`config.mk`:
```
export PLATFORM = sky130hd
export DESIGN_NAME = batch_dispatcher
export DESIGN_NICKNAME = d
export VERILOG_FILES = /design/src/rtl/batch_dispatcher.sv
export SDC_FILE = /design/constraint.sdc
export NUM_CORES = 1
export LEC_CHECK = 0
export CORE_MARGIN = 2
export CORE_UTILIZATION = 31
export CTS_CLUSTER_DIAMETER = 120
export DETAILED_ROUTE_END_ITERATION = 7
export HOLD_SLACK_MARGIN = 0.05
export MAX_ROUTING_LAYER = met4
export PLACE_DENSITY = 0.61
export SLEW_MARGIN = 25
export SYNTH_ARGS = -nofsm -noshare
export SYNTH_HDL_FRONTEND = slang
export SYNTH_SLANG_ARGS = --single-unit
```
`constraint.sdc`:
```
create_clock -name clk -period 2.8 [get_ports clk]
set_clock_uncertainty 0.15 [all_clocks]
set_input_delay 0.28 -clock clk [delete_from_list [all_inputs] [get_ports clk]]
set_output_delay 0.28 -clock clk [all_outputs]
set_load 0.01 [all_outputs]
```
`src/rtl/batch_dispatcher.sv`:
```
// batch_dispatcher
//   Takes one transaction at a time from the intake and issues it to one of
//   NUM_BATCHES batch filter engines. The target is picked round-robin. The
//   dispatcher then waits for that batch's accept/conflict verdict. On
//   conflict or timeout it retries on the next untried, ready batch. The
//   final accept/reject is reported upstream with a one-cycle done pulse.
//
// Handshake semantics:
//   - Intake: a transaction transfers on a cycle with in_valid & in_ready.
//     in_ready is combinational and is high only in IDLE.
//   - Downstream: dispatch_valid is a one-cycle pulse and is not back-pressured.
//     Readiness is decided beforehand from batch_ready. Only the batch named
//     by dispatch_sel is listened to until it answers or the timeout expires.
//   - Upstream: done_valid is a one-cycle pulse and is not back-pressured.
//
// Ports:
//   clk, rst_n                  clock, asynchronous active-low reset
//   in_valid, in_id, in_ready   transaction intake
//   batch_ready                 per-batch pipeline ready
//   dispatch_valid/_sel/_id     registered issue pulse, one-hot target, ID
//   batch_accept/_conflict      per-batch verdict pulses
//   done_valid/_accepted/_batch/_id  registered completion report
//   busy                        FSM not in IDLE
//   fsm_state                   current FSM state (debug visibility)
module batch_dispatcher #(
  parameter int NUM_BATCHES = 4,
  parameter int ID_W        = 64,
  parameter int TIMEOUT     = 255,
  localparam int IDX_W      = $clog2(NUM_BATCHES),
  localparam int TMR_W      = $clog2(TIMEOUT + 1)
) (
  input  logic                   clk,
  input  logic                   rst_n,
  input  logic                   in_valid,
  input  logic [ID_W-1:0]        in_id,
  output logic                   in_ready,
  input  logic [NUM_BATCHES-1:0] batch_ready,
  output logic                   dispatch_valid,
  output logic [NUM_BATCHES-1:0] dispatch_sel,
  output logic [ID_W-1:0]        dispatch_id,
  input  logic [NUM_BATCHES-1:0] batch_accept,
  input  logic [NUM_BATCHES-1:0] batch_conflict,
  output logic                   done_valid,
  output logic                   done_accepted,
  output logic [IDX_W-1:0]       done_batch,
  output logic [ID_W-1:0]        done_id,
  output logic                   busy,
  output logic [1:0]             fsm_state
);

  typedef enum logic [1:0] {IDLE, ISSUE, WAIT, DONE} state_t;

  state_t                 state, state_next;
  logic [IDX_W-1:0]       rr_ptr;
  logic [IDX_W-1:0]       cur_idx;
  logic [NUM_BATCHES-1:0] tried;
  logic [TMR_W-1:0]       timer;
  logic                   result_acc;

  logic [NUM_BATCHES-1:0] cand;
  logic                   pick_found;
  logic [IDX_W-1:0]       pick_idx;
  logic                   resp_acc;
  logic                   resp_con;
  logic                   timed_out;

  assign cand      = batch_ready & ~tried;
  assign resp_acc  = batch_accept[cur_idx];
  assign resp_con  = batch_conflict[cur_idx];
  // The timer counts completed WAIT cycles. The batch has been silent for
  // TIMEOUT cycles once this cycle ends with the timer at TIMEOUT-1.
  assign timed_out = (timer == TMR_W'(TIMEOUT - 1));

  assign in_ready  = (state == IDLE);
  assign busy      = (state != IDLE);
  assign fsm_state = state;

  // First candidate at or after rr_ptr, wrapping around.
  always_comb begin
    int j;
    j          = 0;
    pick_found = 1'b0;
    pick_idx   = '0;
    for (int i = 0; i < NUM_BATCHES; i++) begin
      j = int'(rr_ptr) + i;
      if (j >= NUM_BATCHES) j = j - NUM_BATCHES;
      if (!pick_found && cand[j]) begin
        pick_found = 1'b1;
        pick_idx   = IDX_W'(j);
      end
    end
  end

  always_ff @(posedge clk or negedge rst_n) begin
    if (!rst_n) state <= IDLE;
    else        state <= state_next;
  end

  always_comb begin
    state_next = state;
    case (state)
      IDLE:  if (in_valid) state_next = ISSUE;
      ISSUE: begin
        if (pick_found)  state_next = WAIT;
        else if (&tried) state_next = DONE;
      end
      WAIT: begin
        // Accept wins over a simultaneous conflict.
        if (resp_acc)                   state_next = DONE;
        else if (resp_con || timed_out) state_next = ISSUE;
      end
      DONE:    state_next = IDLE;
      default: state_next = IDLE;
    endcase
  end

  always_ff @(posedge clk or negedge rst_n) begin
    if (!rst_n) begin
      rr_ptr         <= '0;
      cur_idx        <= '0;
      tried          <= '0;
      timer          <= '0;
      result_acc     <= 1'b0;
      dispatch_valid <= 1'b0;
      dispatch_sel   <= '0;
      dispatch_id    <= '0;
      done_valid     <= 1'b0;
      done_accepted  <= 1'b0;
      done_batch     <= '0;
      done_id        <= '0;
    end else begin
      dispatch_valid <= 1'b0;
      dispatch_sel   <= '0;
      done_valid     <= 1'b0;
      done_accepted  <= 1'b0;
      done_batch     <= '0;
      done_id        <= '0;
      case (state)
        IDLE: begin
          if (in_valid) begin
            dispatch_id <= in_id;
            tried       <= '0;
            result_acc  <= 1'b0;
          end
        end
        ISSUE: begin
          if (pick_found) begin
            dispatch_valid  <= 1'b1;
            dispatch_sel    <= NUM_BATCHES'(1) << pick_idx;
            tried[pick_idx] <= 1'b1;
            cur_idx         <= pick_idx;
            timer           <= '0;
          end
        end
        WAIT: begin
          if (resp_acc) begin
            result_acc <= 1'b1;
            rr_ptr     <= (cur_idx == IDX_W'(NUM_BATCHES - 1)) ? '0 : cur_idx + 1'b1;
          end else if (timer != TMR_W'(TIMEOUT)) begin
            timer <= timer + 1'b1;
          end
        end
        DONE: begin
          done_valid    <= 1'b1;
          done_accepted <= result_acc;
          done_batch    <= result_acc ? cur_idx : '0;
          done_id       <= dispatch_id;
        end
        default: ;
      endcase
    end
  end

endmodule

```
==> impl_summary.md <==
Detailed routing
The via count of the routed design is 4713. For this run, the detailed router's first-pass iteration total came to 4. The final routed DRC violation total is 0. The number of nets still failing antenna checks after routing is 0. The routed length on met3 is approximately 840 µm.

The length of routed wiring on met1 is 7045 µm. The total wire length after detailed routing is around 16000 µm. Signal routing reaches up to met4. The first routing iteration left 223 violations. Dividing the detail-routed via count by the number of cells gives 4.718. The average wire per cell in the routed design is about 16 µm. The detailed-routed wire length on met2 is 7690 µm.

Critical path
The worst register-to-register path has a depth of 4. In this run the worst path has a maximum fanout of 14. In this run the number of cells on the critical path is 2. The worst setup path is launched from a flop. The kind of end point of the critical path is an output port. Traced cell by cell, the critical path runs through nor2_1 > clkdlybuf4s50_1. The required time reported for the critical path endpoint is around 2400 ps. The data arrival time of the worst path is ~1900 ps.

The critical path start-end classification is flop to output port. On the worst path, the slowest cell contributes a delay of 610 ps. The count of buffering cells on the critical path with inverters included is 1. The top cell family by delay on the critical path is buffers and inverters.

The largest individual stage delay along the critical path comes from the cell sky130_fd_sc_hd__clkdlybuf4s50_1.

GRT
The remaining global-route overflow is 0. The first global-routing pass estimated between 20000 and 30000 µm of wire. For this run, the total global-route usage over all layers was measured as between 10% and 20%.

The via count of the first global-routing pass is 4830. The largest net degree at the start of global routing is 70. The initial antenna violation count was 0.

Floorplanning
The chip width is around 140 µm. The floorplan has 49 rows. The floorplan die height is about 140 µm. The die covers a little under 0.02 mm². The starting utilization of the core area is a little under a third. The standard cell core area is between 0.015 and 0.02 mm².

The number of top-level design ports is 220.

STA
Static timing analysis puts the maximum clock frequency at 439.3 MHz. The worst path in the final design needs a cycle of 2276 ps, including I/O delays and setup. The setup slack of the critical path after layout is about 520 ps. At the pin with the least slew margin, the transition time is ~640 ps. The hold violation total from the final report came to 0. Setup violations remaining at the end of the flow were counted as 0. In this run the tightest slew margin relative to its limit is 57.30%. The final-report max-slew violation count is 0. The worst path uses between 80% and 90% of the clock period.

Setup repair after global routing left no endpoint under its margin. The worst hold margin is around 240 ps. For the final routed database, the setup TNS stands at 0 ps.

Yosys
Summing every instance area after synthesis gives 0.005777 mm². In this run the biggest area consumer among cell types represents about two thirds of the synthesized area. Counting flops with a built-in enable in the synthesized netlist gives 0. The synthesized net count is ~620. The number of synthesis warnings is 0. The distinct cell type count after synthesis is 37.

In the synthesized netlist the dominant register cell turns out to be sky130_fd_sc_hd__dfrtp_1. Sequential cells were found to cover between 60% and 70% of the synthesized design area. The average footprint of a synthesized cell is about 11 µm². In the post-synthesis netlist, the biggest area contributors are sky130_fd_sc_hd__dfrtp_1 68%, sky130_fd_sc_hd__nand2_1 13%, sky130_fd_sc_hd__and3_1 7.1%, sky130_fd_sc_hd__clkbuf_1 1.6%, sky130_fd_sc_hd__o21ai_0 0.87%. The share of synthesized flip-flops with an asynchronous set or reset is 100.0%. Summed over all instances, the cell type with the most area after synthesis is sky130_fd_sc_hd__dfrtp_1. The post-synthesis sequential element count is 156. Counting every instance in the synthesized netlist gives 540.

Layout
The number of filler cells placed in the layout is 1664. The final net count is 840. The number of inserted diodes is 0. The storage element area is between 0.003 and 0.004 mm². The area growth from synthesis to layout is 53.26%. The finished cells cover between 0.008 and 0.009 mm². The fraction of final layout cells with drive strength greater than 1 is approximately 6.4%.

At the end of the flow the core is filled with cells to between 40% and 50%. The area occupied by multi-input gates is ~0.0017 mm². The count of non-filler cells in the finished layout is approximately 1000.

Clock network
The total clock sinks is ~160. The H-tree depth is 4. Clock-pin slew was measured on the worst setup and hold paths at 60 ps. TritonCTS created 17 clock buffers. The clock root buffer master is sky130_fd_sc_hd__clkbuf_16. TritonCTS built the clock tree. The clock passes through at most 2 buffers. Post-CTS timing repair inserted 0 buffers for setup. At the later pin of the worst-skew pair, clock insertion delay measures 410 ps.

Job
The number of max-cap violations is 0.

Placed design
The HPWL after detailed placement is between 10000 and 15000 µm. In this run the cell area measured after placement is between 0.008 and 0.009 mm². The final estimated routing congestion in global placement is about 0.84. The total instance count after detailed placement is roughly 970. In this run the tool buffered the top-level ports with between 200 and 250 buffer cells. The pre-CTS worst setup slack is a little over 400 ps.

Power and ir drop
The overall power consumption is between 9 and 10 mW. Dividing total power by cell area gives a power density of about 1000 mW/mm². The worst-case IR drop observed on VDD is between 0.7 and 0.8 mV. In this run the static leakage power is approximately 4.4 nW.

Outcome
The flow ran to the end, and the final reports show no timing, DRC or antenna violations.

Worst hold path
The number of stages on the worst hold path is 3. The type of the tightest min-delay check is input port to flop.
repair_timing:
item	CTS	global route
endpoints found under the hold margin	64	0
hold buffers	1	0
resized for setup	0	0
worst register-to-register path, delay by kind of cell, from the launching register on:
| kind | cells | cell delay [ps] |
|---|---|---|
| AO/OA/AOI/OAI | 2 | 600 |
| multiplexers | 1 | 590 |
| flip-flops | 1 | 460 |
| AND/OR/NAND/NOR | 1 | 380 |
layer usage:
| layer | track usage (%) | vias to the layer above |
|---|---|---|
| met1 | 20.82 | 2312 |
| met2 | 26.39 | 168 |
| met4 | 6.474 | 0 |
| met3 | 4.308 | 30 |
| met5 | - | - |
| li1 | - | 2203 |
layout make-up:
type | instances | share of cell area [%]
flip-flops and latches | 156 | 44.12
well taps | 229 | 3.236
multi-input cells | 348 | 19.59
inverters | 6 | 0.2544
repair buffers | 229 | 25.93
clock inverters | 10 | 1.555
clock buffers | 21 | 5.314
flip-flops by register name, indices dropped and copies added, names as in the netlist:
name            count
dispatch_id        64
dispatch_sel        4
done_batch          2
dispatch_valid      1
done_valid          1
tried               4
rr_ptr              2
result_acc          1
timer               8
cur_idx             2
fsm_state           2
done_id            64
done_accepted       1
cells in the mapped netlist (2+ instances only):
| cell | count |
|---|---|
| sky130_fd_sc_hd__nand2_1 | 205 |
| sky130_fd_sc_hd__dfrtp_1 | 156 |
| sky130_fd_sc_hd__and3_1 | 66 |
| sky130_fd_sc_hd__clkbuf_1 | 25 |
| sky130_fd_sc_hd__o21ai_0 | 10 |
| sky130_fd_sc_hd__nor2_1 | 7 |
| sky130_fd_sc_hd__inv_1 | 6 |
| sky130_fd_sc_hd__nand2b_1 | 6 |
| sky130_fd_sc_hd__o31ai_1 | 6 |
| sky130_fd_sc_hd__a21oi_1 | 5 |
| sky130_fd_sc_hd__nand3_1 | 5 |
| sky130_fd_sc_hd__buf_1 | 4 |
| sky130_fd_sc_hd__o211ai_1 | 4 |
| sky130_fd_sc_hd__and2_1 | 3 |
| sky130_fd_sc_hd__ha_1 | 3 |
| sky130_fd_sc_hd__nor2b_1 | 3 |
| sky130_fd_sc_hd__or3_1 | 3 |
| sky130_fd_sc_hd__and2_2 | 2 |
| sky130_fd_sc_hd__nand4_1 | 2 |
| sky130_fd_sc_hd__nor3_1 | 2 |
cells in the final DEF (no fill, tap or decap), drive strengths merged, types with 2 or more instances in the layout:
master,count
clkdlybuf4s50,218
nand2,205
dfrtp,156
and3,66
clkbuf,21
o21ai,10
buf,10
inv,8
nor2,7
nand2b,6
o31ai,6
a21oi,5
nand3,5
and2,5
o211ai,4
nor2b,3
or3,3
ha,3
clkinv,3
bufinv,3
nor3,2
nand4,2
clkinvlp,2
mux4,2
final timing paths:
kind                       slack (ps)              end          from
hold / removal                    240   dispatch_id[0]      in_id[0]
setup / recovery                  520         in_ready  fsm_state[1]
max in group asynchronous        1460   dispatch_id[5]         rst_n
setup reg to reg                  560         timer[3]    cur_idx[0]
hold reg to reg                   330       result_acc    result_acc
min in group asynchronous         270  dispatch_sel[3]         rst_n
report_power, final:
part / total, mW / internal, mW / switching [mW] / leakage [nW]
registers: 3.53 / 2.99 / 0.548 / 2.05
clock network: 2.35 / 1.47 / 0.878 / 0.296
logic: 3.40 / 1.72 / 1.68 / 2.04
cells by family (layout without fill, tap and decap cells):
| logic type | after synthesis | in the layout | synth area share, % |
|---|---|---|---|
| multiplexers | 3 | 3 | 1.040 |
| buffers and inverters | 36 | 266 | 2.469 |
| flip-flops | 156 | 156 | 67.58 |
| adder cells (fa/ha/maj) | 3 | 3 | 0.6498 |
| AO/OA/AOI/OAI | 34 | 34 | 4.029 |
| AND/OR/NAND/NOR | 308 | 308 | 24.24 |
No activity file was read; power rests on OpenSTA's default activity.
